## config.mk

```make
export PLATFORM = sky130hd
export DESIGN_NAME = argmax_stream
export DESIGN_NICKNAME = d
export VERILOG_FILES = /design/src/rtl/argmax_stream.sv
export SDC_FILE = /design/constraint.sdc
export NUM_CORES = 1
export LEC_CHECK = 0
export BUFFER_PORTS_ARGS = -buffer_cell sky130_fd_sc_hd__buf_2
export CORE_ASPECT_RATIO = 0.9
export CORE_MARGIN = 2
export CORE_UTILIZATION = 28
export CTS_BUF_LIST = sky130_fd_sc_hd__clkbuf_2 sky130_fd_sc_hd__clkbuf_4 sky130_fd_sc_hd__clkbuf_8
export DETAILED_ROUTE_END_ITERATION = 8
export PLACE_DENSITY = 0.55
export RECOVER_POWER = 50
export SLEW_MARGIN = 20
export SYNTH_ARGS = -nofsm -noshare
export SYNTH_HDL_FRONTEND = slang
export SYNTH_SLANG_ARGS = --single-unit
```

## constraint.sdc

```tcl
create_clock -name clk -period 2.85 [get_ports clk]
set_input_delay 0.4275 -clock clk [delete_from_list [all_inputs] [get_ports clk]]
set_output_delay 0.4275 -clock clk [all_outputs]
set_load 0.02 [all_outputs]
```

## src/rtl/argmax_stream.sv

```systemverilog
`default_nettype none
// ============================================================================
//  Module      : argmax_stream
//  Description : Streaming argmax for the FNN output layer. Accepts a vector
//                of NUM_CLASSES scores over BEATS = ceil(NUM_CLASSES/LANES)
//                beats (LANES scores per beat) through a valid/ready
//                handshake. It tracks the running maximum and presents the
//                winning class index and score. On ties, the lowest class
//                index wins.
//  Ports       : clk        - clock, rising edge
//                rst        - asynchronous, active-high reset
//                in_data    - LANES scores; lane k at [k*DATA_W +: DATA_W]
//                in_valid   - input beat valid
//                in_ready   - block can accept a beat (low while result held)
//                out_idx    - winning class index
//                out_max    - winning score
//                out_valid  - result valid
//                out_ready  - consumer accepts the result
//  Options     : `define ARGMAX_SIGNED_EN -> scores are two's-complement
//                and all comparisons are signed. Default is unsigned.
//  Revision    : 1.0 - initial release
// ============================================================================
module argmax_stream #(
    parameter int DATA_W      = 8,
    parameter int NUM_CLASSES = 10,
    parameter int LANES       = 2,
    parameter int IDX_W       = 4
) (
    input  logic                      clk,
    input  logic                      rst,
    input  logic [LANES*DATA_W-1:0]   in_data,
    input  logic                      in_valid,
    output logic                      in_ready,
    output logic [IDX_W-1:0]          out_idx,
    output logic [DATA_W-1:0]         out_max,
    output logic                      out_valid,
    input  logic                      out_ready
);

    localparam int BEATS = (NUM_CLASSES + LANES - 1) / LANES;
    localparam int CNT_W = $clog2(BEATS + 1);
    localparam logic [CNT_W-1:0] C_LAST_BEAT = CNT_W'(BEATS - 1);

    typedef enum logic [1:0] {
        S_IDLE  = 2'd0,
        S_ACCUM = 2'd1,
        S_DONE  = 2'd2
    } state_t;

    state_t             r_state;
    state_t             w_state_nxt;
    logic [CNT_W-1:0]   r_beat_cnt;
    logic [IDX_W-1:0]   r_best_idx;
    logic [DATA_W-1:0]  r_best_val;

    logic [DATA_W-1:0]  w_win_val;
    int                 w_win_lane;
    logic [IDX_W-1:0]   w_win_idx;
    logic               w_accept;
    logic               w_load;
    logic               w_update;
    logic               w_cnt_inc;
    logic               w_cnt_clr;

    // Strict greater-than in the configured number format.
    function automatic logic f_gt(input logic [DATA_W-1:0] a,
                                  input logic [DATA_W-1:0] b);
`ifdef ARGMAX_SIGNED_EN
        return $signed(a) > $signed(b);
`else
        return a > b;
`endif
    endfunction

    // Beat winner. Lane 0 is always a real class, so it seeds the search.
    // Higher lanes replace it only when strictly greater, which keeps the
    // lowest lane on ties. Padding lanes of the last beat are skipped.
    always_comb begin
        w_win_val  = in_data[0 +: DATA_W];
        w_win_lane = 0;
        for (int k = 1; k < LANES; k++) begin
            if (((int'(r_beat_cnt) * LANES + k) < NUM_CLASSES) &&
                f_gt(in_data[k*DATA_W +: DATA_W], w_win_val)) begin
                w_win_val  = in_data[k*DATA_W +: DATA_W];
                w_win_lane = k;
            end
        end
    end

    assign w_win_idx = IDX_W'(int'(r_beat_cnt) * LANES + w_win_lane);
    assign w_accept  = in_valid & in_ready;

    // ------------------------------------------------------------------
    // FSM: state register
    // ------------------------------------------------------------------
    always_ff @(posedge clk or posedge rst) begin
        if (rst) begin
            r_state <= S_IDLE;
        end else begin
            r_state <= w_state_nxt;
        end
    end

    // ------------------------------------------------------------------
    // FSM: next state and control outputs
    // ------------------------------------------------------------------
    always_comb begin
        w_state_nxt = r_state;
        w_load      = 1'b0;
        w_update    = 1'b0;
        w_cnt_inc   = 1'b0;
        w_cnt_clr   = 1'b0;
        in_ready    = 1'b1;
        out_valid   = 1'b0;
        case (r_state)
            S_IDLE: begin
                if (w_accept) begin
                    w_load      = 1'b1;
                    w_cnt_inc   = 1'b1;
                    w_state_nxt = (BEATS == 1) ? S_DONE : S_ACCUM;
                end
            end
            S_ACCUM: begin
                if (w_accept) begin
                    // Strict compare: a later equal score never displaces
                    // the earlier, lower class index.
                    w_update  = f_gt(w_win_val, r_best_val);
                    w_cnt_inc = 1'b1;
                    if (r_beat_cnt == C_LAST_BEAT) begin
                        w_state_nxt = S_DONE;
                    end
                end
            end
            S_DONE: begin
                in_ready  = 1'b0;
                out_valid = 1'b1;
                if (out_ready) begin
                    w_cnt_clr   = 1'b1;
                    w_state_nxt = S_IDLE;
                end
            end
            default: begin
                w_state_nxt = S_IDLE;
            end
        endcase
    end

    // ------------------------------------------------------------------
    // Datapath: beat counter and running best
    // ------------------------------------------------------------------
    always_ff @(posedge clk or posedge rst) begin
        if (rst) begin
            r_beat_cnt <= '0;
            r_best_idx <= '0;
            r_best_val <= '0;
        end else begin
            if (w_cnt_clr) begin
                r_beat_cnt <= '0;
            end else if (w_cnt_inc) begin
                r_beat_cnt <= r_beat_cnt + 1'b1;
            end
            if (w_load || w_update) begin
                r_best_idx <= w_win_idx;
                r_best_val <= w_win_val;
            end
        end
    end

    assign out_idx = r_best_idx;
    assign out_max = r_best_val;

endmodule
`default_nettype wire

```

# --- Word level (Yosys, flattened, before mapping) ---
# Cells that the tools add are included.
totals:
  wordCells: 42
  inputBits: 20
  out_inout_bits: 14
  register_bits: 17
classes:
  order_cmp: 3
  reduce_logical: 6
  bitwise: 1
  addsub: 3
  n_eq_ne: 7
  muxes: 18
op_table:
  columns: ["op", "n"]
  rows:
  - ["$gt A8 B8 Y1", 2]
  - ["$mux W1", 10]
  - ["$mux W2", 4]
  - ["$mux W8", 1]
  - ["$ne A2 B2 Y1 const B", 4]
  - ["$mux W3", 2]
  - ["$pmux W2 S3", 1]
  - ["$add A4 B1 Y5 const B", 1]
  - ["$lt A5 B4 Y1 const B", 1]
  - ["$add A4 B4 Y4", 1]
  - ["$reduce_and A4 Y1", 1]
  - ["$add A3 B1 Y3 const B", 1]
  - ["$eq A3 B3 Y1 const B", 1]
  - ["$eq A2 B1 Y1 const B", 1]
  - ["$eq A2 B2 Y1 const B", 1]
  - ["$logic_not A2 Y1", 1]
  - ["$reduce_bool A2 Y1", 1]
  - ["$reduce_or A2 Y1", 1]
  - ["$and A1 B1 Y1", 1]
  - ["$logic_and A1 B1 Y1", 1]
  - ["$logic_or A1 B1 Y1", 1]

# --- Depth between registers and ports, before layout ---
logic_depth:
  ltp_word: 8
  ltp_mapped: 16
  mapped_depth_nobuf: 14

# --- Least setup slack after synthesis ---
# No wires, ideal clock.
synth_timing:
  path_type: "input -> register"
  from: "input port in_data[1]"
  to: "register r_best_idx[1] (netlist: out_idx[1])"
  required_ns: 2.725
  arrival_time_ns: 3.108
  setup_ns: 0.125
  stages: 16
  path_buffers: 2
  setup_slack_ns: -0.383
  cell_sequence: "inv_1 -> ha_1 -> nor2b_1 -> o211ai_1 -> a21oi_1 -> o21bai_1 -> buf_6 -> mux2_4 -> ha_1 -> nor2b_1 -> o211ai_1 -> a21oi_1 -> nand4bb_1 -> nand4_2 -> buf_6 -> mux2_2"
synth_via:
  elab_chain_len: 7
  word_cells_on_any_way: 9
  cone_classes: "add/sub (1); order compare (2); mux (4); reduce/logical (2)"
synth_rtl:
  columns: ["element", "line", "source"]
  rows:
  - ["start: declaration", "31", "input logic [LANES*DATA_W-1:0] in_data,"]
  - ["$gt A8 B8 Y1", "71", "return a > b;"]
  - ["$logic_and A1 B1 Y1", "82", "if (((int'(r_beat_cnt) * LANES + k) < NUM_CLASSES) &&"]
  - ["$mux W8 *", "82", null]
  - ["via w_win_val[1]", "56", "logic [DATA_W-1:0] w_win_val;"]
  - ["$gt A8 B8 Y1 *", "71", null]
  - ["$mux W1 *", "124", "if (w_accept) begin"]
  - ["$mux W1 *", "115", "case (r_state)"]
  - ["$logic_or A1 B1 Y1 *", "162", "if (w_load || w_update) begin"]
  - ["end signal: assignment", "163", "r_best_idx <= w_win_idx;"]
  - ["end: declaration", "53", "logic [IDX_W-1:0] r_best_idx;"]
# The timed path passes the listed nets; every way through them passes the cells marked *.
# A chain may end at the register's enable or synchronous reset.

# --- Worst setup path after layout ---
layout_timing:
  from: "input port in_data[1]"
  to: "register r_best_val[4] (netlist: out_max[4])"
layout_via:
  elab_chain_len: 7
layout_rtl:
  columns: ["element", "line", "source"]
  rows:
  - ["$gt A8 B8 Y1", "71", null]
  - ["$logic_and A1 B1 Y1", "82", null]
  - ["$mux W8 *", "82", null]
  - ["via w_win_val[1]", "56", null]
  - ["$gt A8 B8 Y1 *", "71", null]
  - ["$mux W1 *", "124", null]
  - ["$mux W1 *", "115", null]
  - ["$logic_or A1 B1 Y1 *", "162", null]
  - ["end signal: assignment", "164", "r_best_val <= w_win_val;"]
  - ["end: declaration", "54", "logic [DATA_W-1:0] r_best_val;"]
# Marks and branches as above.

==> results.sh <==
export IMPL_synth_top_area_frac=0.3343
export IMPL_critPathMaxStageDelay_ns=0.32
export IMPL_hold_viol_final=0
export IMPL_syn_inst=123
export IMPL_synth_area_leaders="dfrtp_1 33%, ha_1 19%, mux2_2 8.8%, mux2_4 8.3%, inv_1 6.8%"
export IMPL_violations="negative setup slack"
export IMPL_finalMaxSlewViolations=0
export IMPL_slowest_stage="mux2_4"
export IMPL_clk_latency_ns=0.26
export IMPL_cp_end_kind="register"
export IMPL_cts_sinks=17
export IMPL_io_pins=34
export IMPL_filler_cell_count=430
export IMPL_cp_arrival_ns=3.16
export IMPL_grt_start_max_net_pins=18
export IMPL_ys_ff_latch=17
export IMPL_drt_wl_total_mm=2.907
export IMPL_track_usage=0.1245
export IMPL_seqCellArea_um2=425.4
export IMPL_grt_antenna_before_repair=0
export IMPL_drtPass1Iterations=4
export IMPL_via_count=1038
export IMPL_multiInputGateArea_um2=860.8
export IMPL_remaining_drc_errors=0
export IMPL_grt_overflow=0
export IMPL_critPathLaunch="in_data[1]"
export IMPL_cp_required_ns=2.99
export IMPL_max_cap_viol_count=0
export IMPL_ir_worst_vdd_mv=0.3376
export IMPL_path_max_fanout=4
export IMPL_rsz0062_at_grt="true"
export IMPL_drt_antenna_violating_nets=0
export IMPL_viasPerCell=4.361
export IMPL_path_clk_slew_ns=0.08
export IMPL_period_needed_ns=3.016
export IMPL_yosysWarningCount=0
export IMPL_row_count=23
export IMPL_dp_hpwl_mm=2.373
export IMPL_dieArea_um2=5101
export IMPL_top_usage_layer="met2"
export IMPL_hold_class="in2async"
export IMPL_crit_chain="buf_8 > inv_6 > ha_4 > nor2b_4 > o211ai_1 > a21oi_1 > o21bai_1 > buf_4 > mux2_4 > ha_4 > nor2b_4 > o211ai_1 > a21oi_1 > nand4bb_1 > nand4_2 > buf_6 > mux2_4"
export IMPL_nNetsFinal=216
export IMPL_start_util=0.2890
export IMPL_setup_viol=12
export IMPL_path_delay_family="compound AO/OA/AOI/OAI gates"
export IMPL_syn_area_um2=1272
export IMPL_diodes=0
export IMPL_reg2reg_from="r_beat_cnt[0]"
export IMPL_dpl_cell_area_um2=1688
export IMPL_hold_buffers=0
export IMPL_met3_usage=0.01325
export IMPL_tightest_slew_ns=0.6703
export IMPL_yosys_most_used_dff="dfrtp_1"
export IMPL_worstSetupStartpointType="input pin"
export IMPL_met1_usage=0.1671
export IMPL_cts_buffers=3
export IMPL_met2_usage=0.2127
export IMPL_worst_path_buf_inv=4
export IMPL_coreArea_um2=4403
export IMPL_fmax_mhz=331.6
export IMPL_die_h_um=67.96
export IMPL_p_leak_nw=0.9657
export IMPL_cts_root_buf="clkbuf_8"
export IMPL_power_density_nw_per_um2=923.5
export IMPL_finalCritPeriodShare=1.058
export IMPL_first_iter_violations=22
export IMPL_cts_tree="built"
export IMPL_io_buffers=33
export IMPL_setup_ws_ns=-0.1661
export IMPL_place_gp_congestion=0.7101
export IMPL_syn_nets=162
export IMPL_synth_cell_types=23
export IMPL_drive_above_1_share=0.4830
export IMPL_synth_edf_count=0
export IMPL_final_area_um2=1844
export IMPL_grt_pass1_wl_mm=4.926
export IMPL_htree_levels=1
export IMPL_fp_dieW_um=75.06
export IMPL_worstSetupPathType="in2reg"
export IMPL_area_growth_pct=44.94
export IMPL_grt_pass1_vias=1109
export IMPL_clockBufferDepth=2
export IMPL_wire_per_inst_um=12.21
export IMPL_synthArstFlopShare=1.000
export IMPL_synth_seq_area_share=0.3343
export IMPL_final_setup_skew_ns=0.006593
export IMPL_synth_largest_area_cell="dfrtp_1"
export IMPL_outcome="complete, but fails checks"
export IMPL_utilization=0.4189
export IMPL_syn_avg_cell_area_um2=10.35
export IMPL_relSlewSlack=0.5526
[registers in the layout, indices dropped and copies added (netlist names)]
register and cells:
r_state 2, r_beat_cnt 3, out_idx 4, out_max 8
[cells by family (layout without fill, tap and decap cells)]
group / count (synthesis) / in the layout / share of synthesized area
buffers and inverters: 27 / 80 / 0.09144
muxes: 21 / 21 / 0.2026
and+or+nand+nor: 20 / 20 / 0.09341
DFF: 17 / 17 / 0.3343
xor gates and xnor gates: 1 / 1 / 0.006884
AOI/OAI and AO/OA: 18 / 18 / 0.08455
adders and majority gates: 19 / 19 / 0.1868
[metal layers]
| metal | part of all wire | vias up |
|---|---|---|
| met5 | 0 | - |
| met4 | 0 | 0 |
| met3 | 0.033 | 0 |
| met2 | 0.51 | 20 |
| met1 | 0.46 | 489 |
| li1 | - | 529 |
[cell usage in the layout, fill, tap and decap left out, types with 5 or more instances in the layout]
cell type	Yosys	routed
ha_1	19	13
a21oi_1	7	6
nand4_1	5	5
buf_6	2	5
nand2_1	5	5
ha_4	0	5
buf_2	0	31
dfrtp_1	17	17
buf_4	0	15
inv_1	23	22
mux2_4	7	16
[power by group]
| part | switching, mW | internal [mW] | total [mW] |
|---|---|---|---|
| Clock | 0.0924 | 0.0971 | 0.190 |
| Sequential | 0.0860 | 0.360 | 0.446 |
| Combinational | 0.498 | 0.570 | 1.07 |
[layout make-up]
type,instances,area share
Tap cell,62,0.04206
Sequential cell,17,0.2307
Timing Repair Buffer,53,0.1859
Inverter,23,0.04953
Multi-Input combinational cell,79,0.4668
Clock buffer,3,0.02239
Clock inverter,1,0.002714
[synth_stat cells, drive strengths merged, types with 2 or more instances]
cell type,count
mux2i,4
inv,23
clkbuf,2
nand4,6
nand3,2
mux2,17
o211ai,2
o21ai,3
dfrtp,17
ha,19
buf,2
nand2,5
o22ai,4
a21oi,7
nor2b,4
[per-stage QoR]
| step | setup TNS, ns | std cells | setup WS [ns] | power (mW) | hold slack [ns] |
|---|---|---|---|---|---|
| floorplan | -2.458 | 123 | -0.2567 | 1.115 | 0.3536 |
| detailed placement | -5.921 | 233 | -0.5285 | 1.435 | 0.4979 |
| global route | -3.532 | 238 | -0.3141 | 1.831 | 0.3339 |
| CTS | -1.917 | 237 | -0.1797 | 1.712 | 0.2815 |
| global placement | -5.099 | 233 | -0.4586 | 1.403 | 0.4938 |
| finish | -1.744 | 238 | -0.1661 | 1.703 | 0.2549 |
[worst paths after layout]
path,end,slack (ns),cells past startpoint
min in group clk,r_state[1],0.36,2
max in group asynchronous,out_max[3],2.16,2
min reg2reg,out_idx[3],0.51,1
max,out_max[4],-0.17,17
max reg2reg,out_max[4],-0.04,14
min,out_max[0],0.25,2
[what timing repair did]
item                                    in CTS  in global routing
resized for setup                           21                  0
buffers inserted                             0                  1
pin swaps                                   12                  3
cloned                                       0                  0
endpoints found under the setup margin      12                 12
Note: power is estimated with default switching activity, not from simulation.
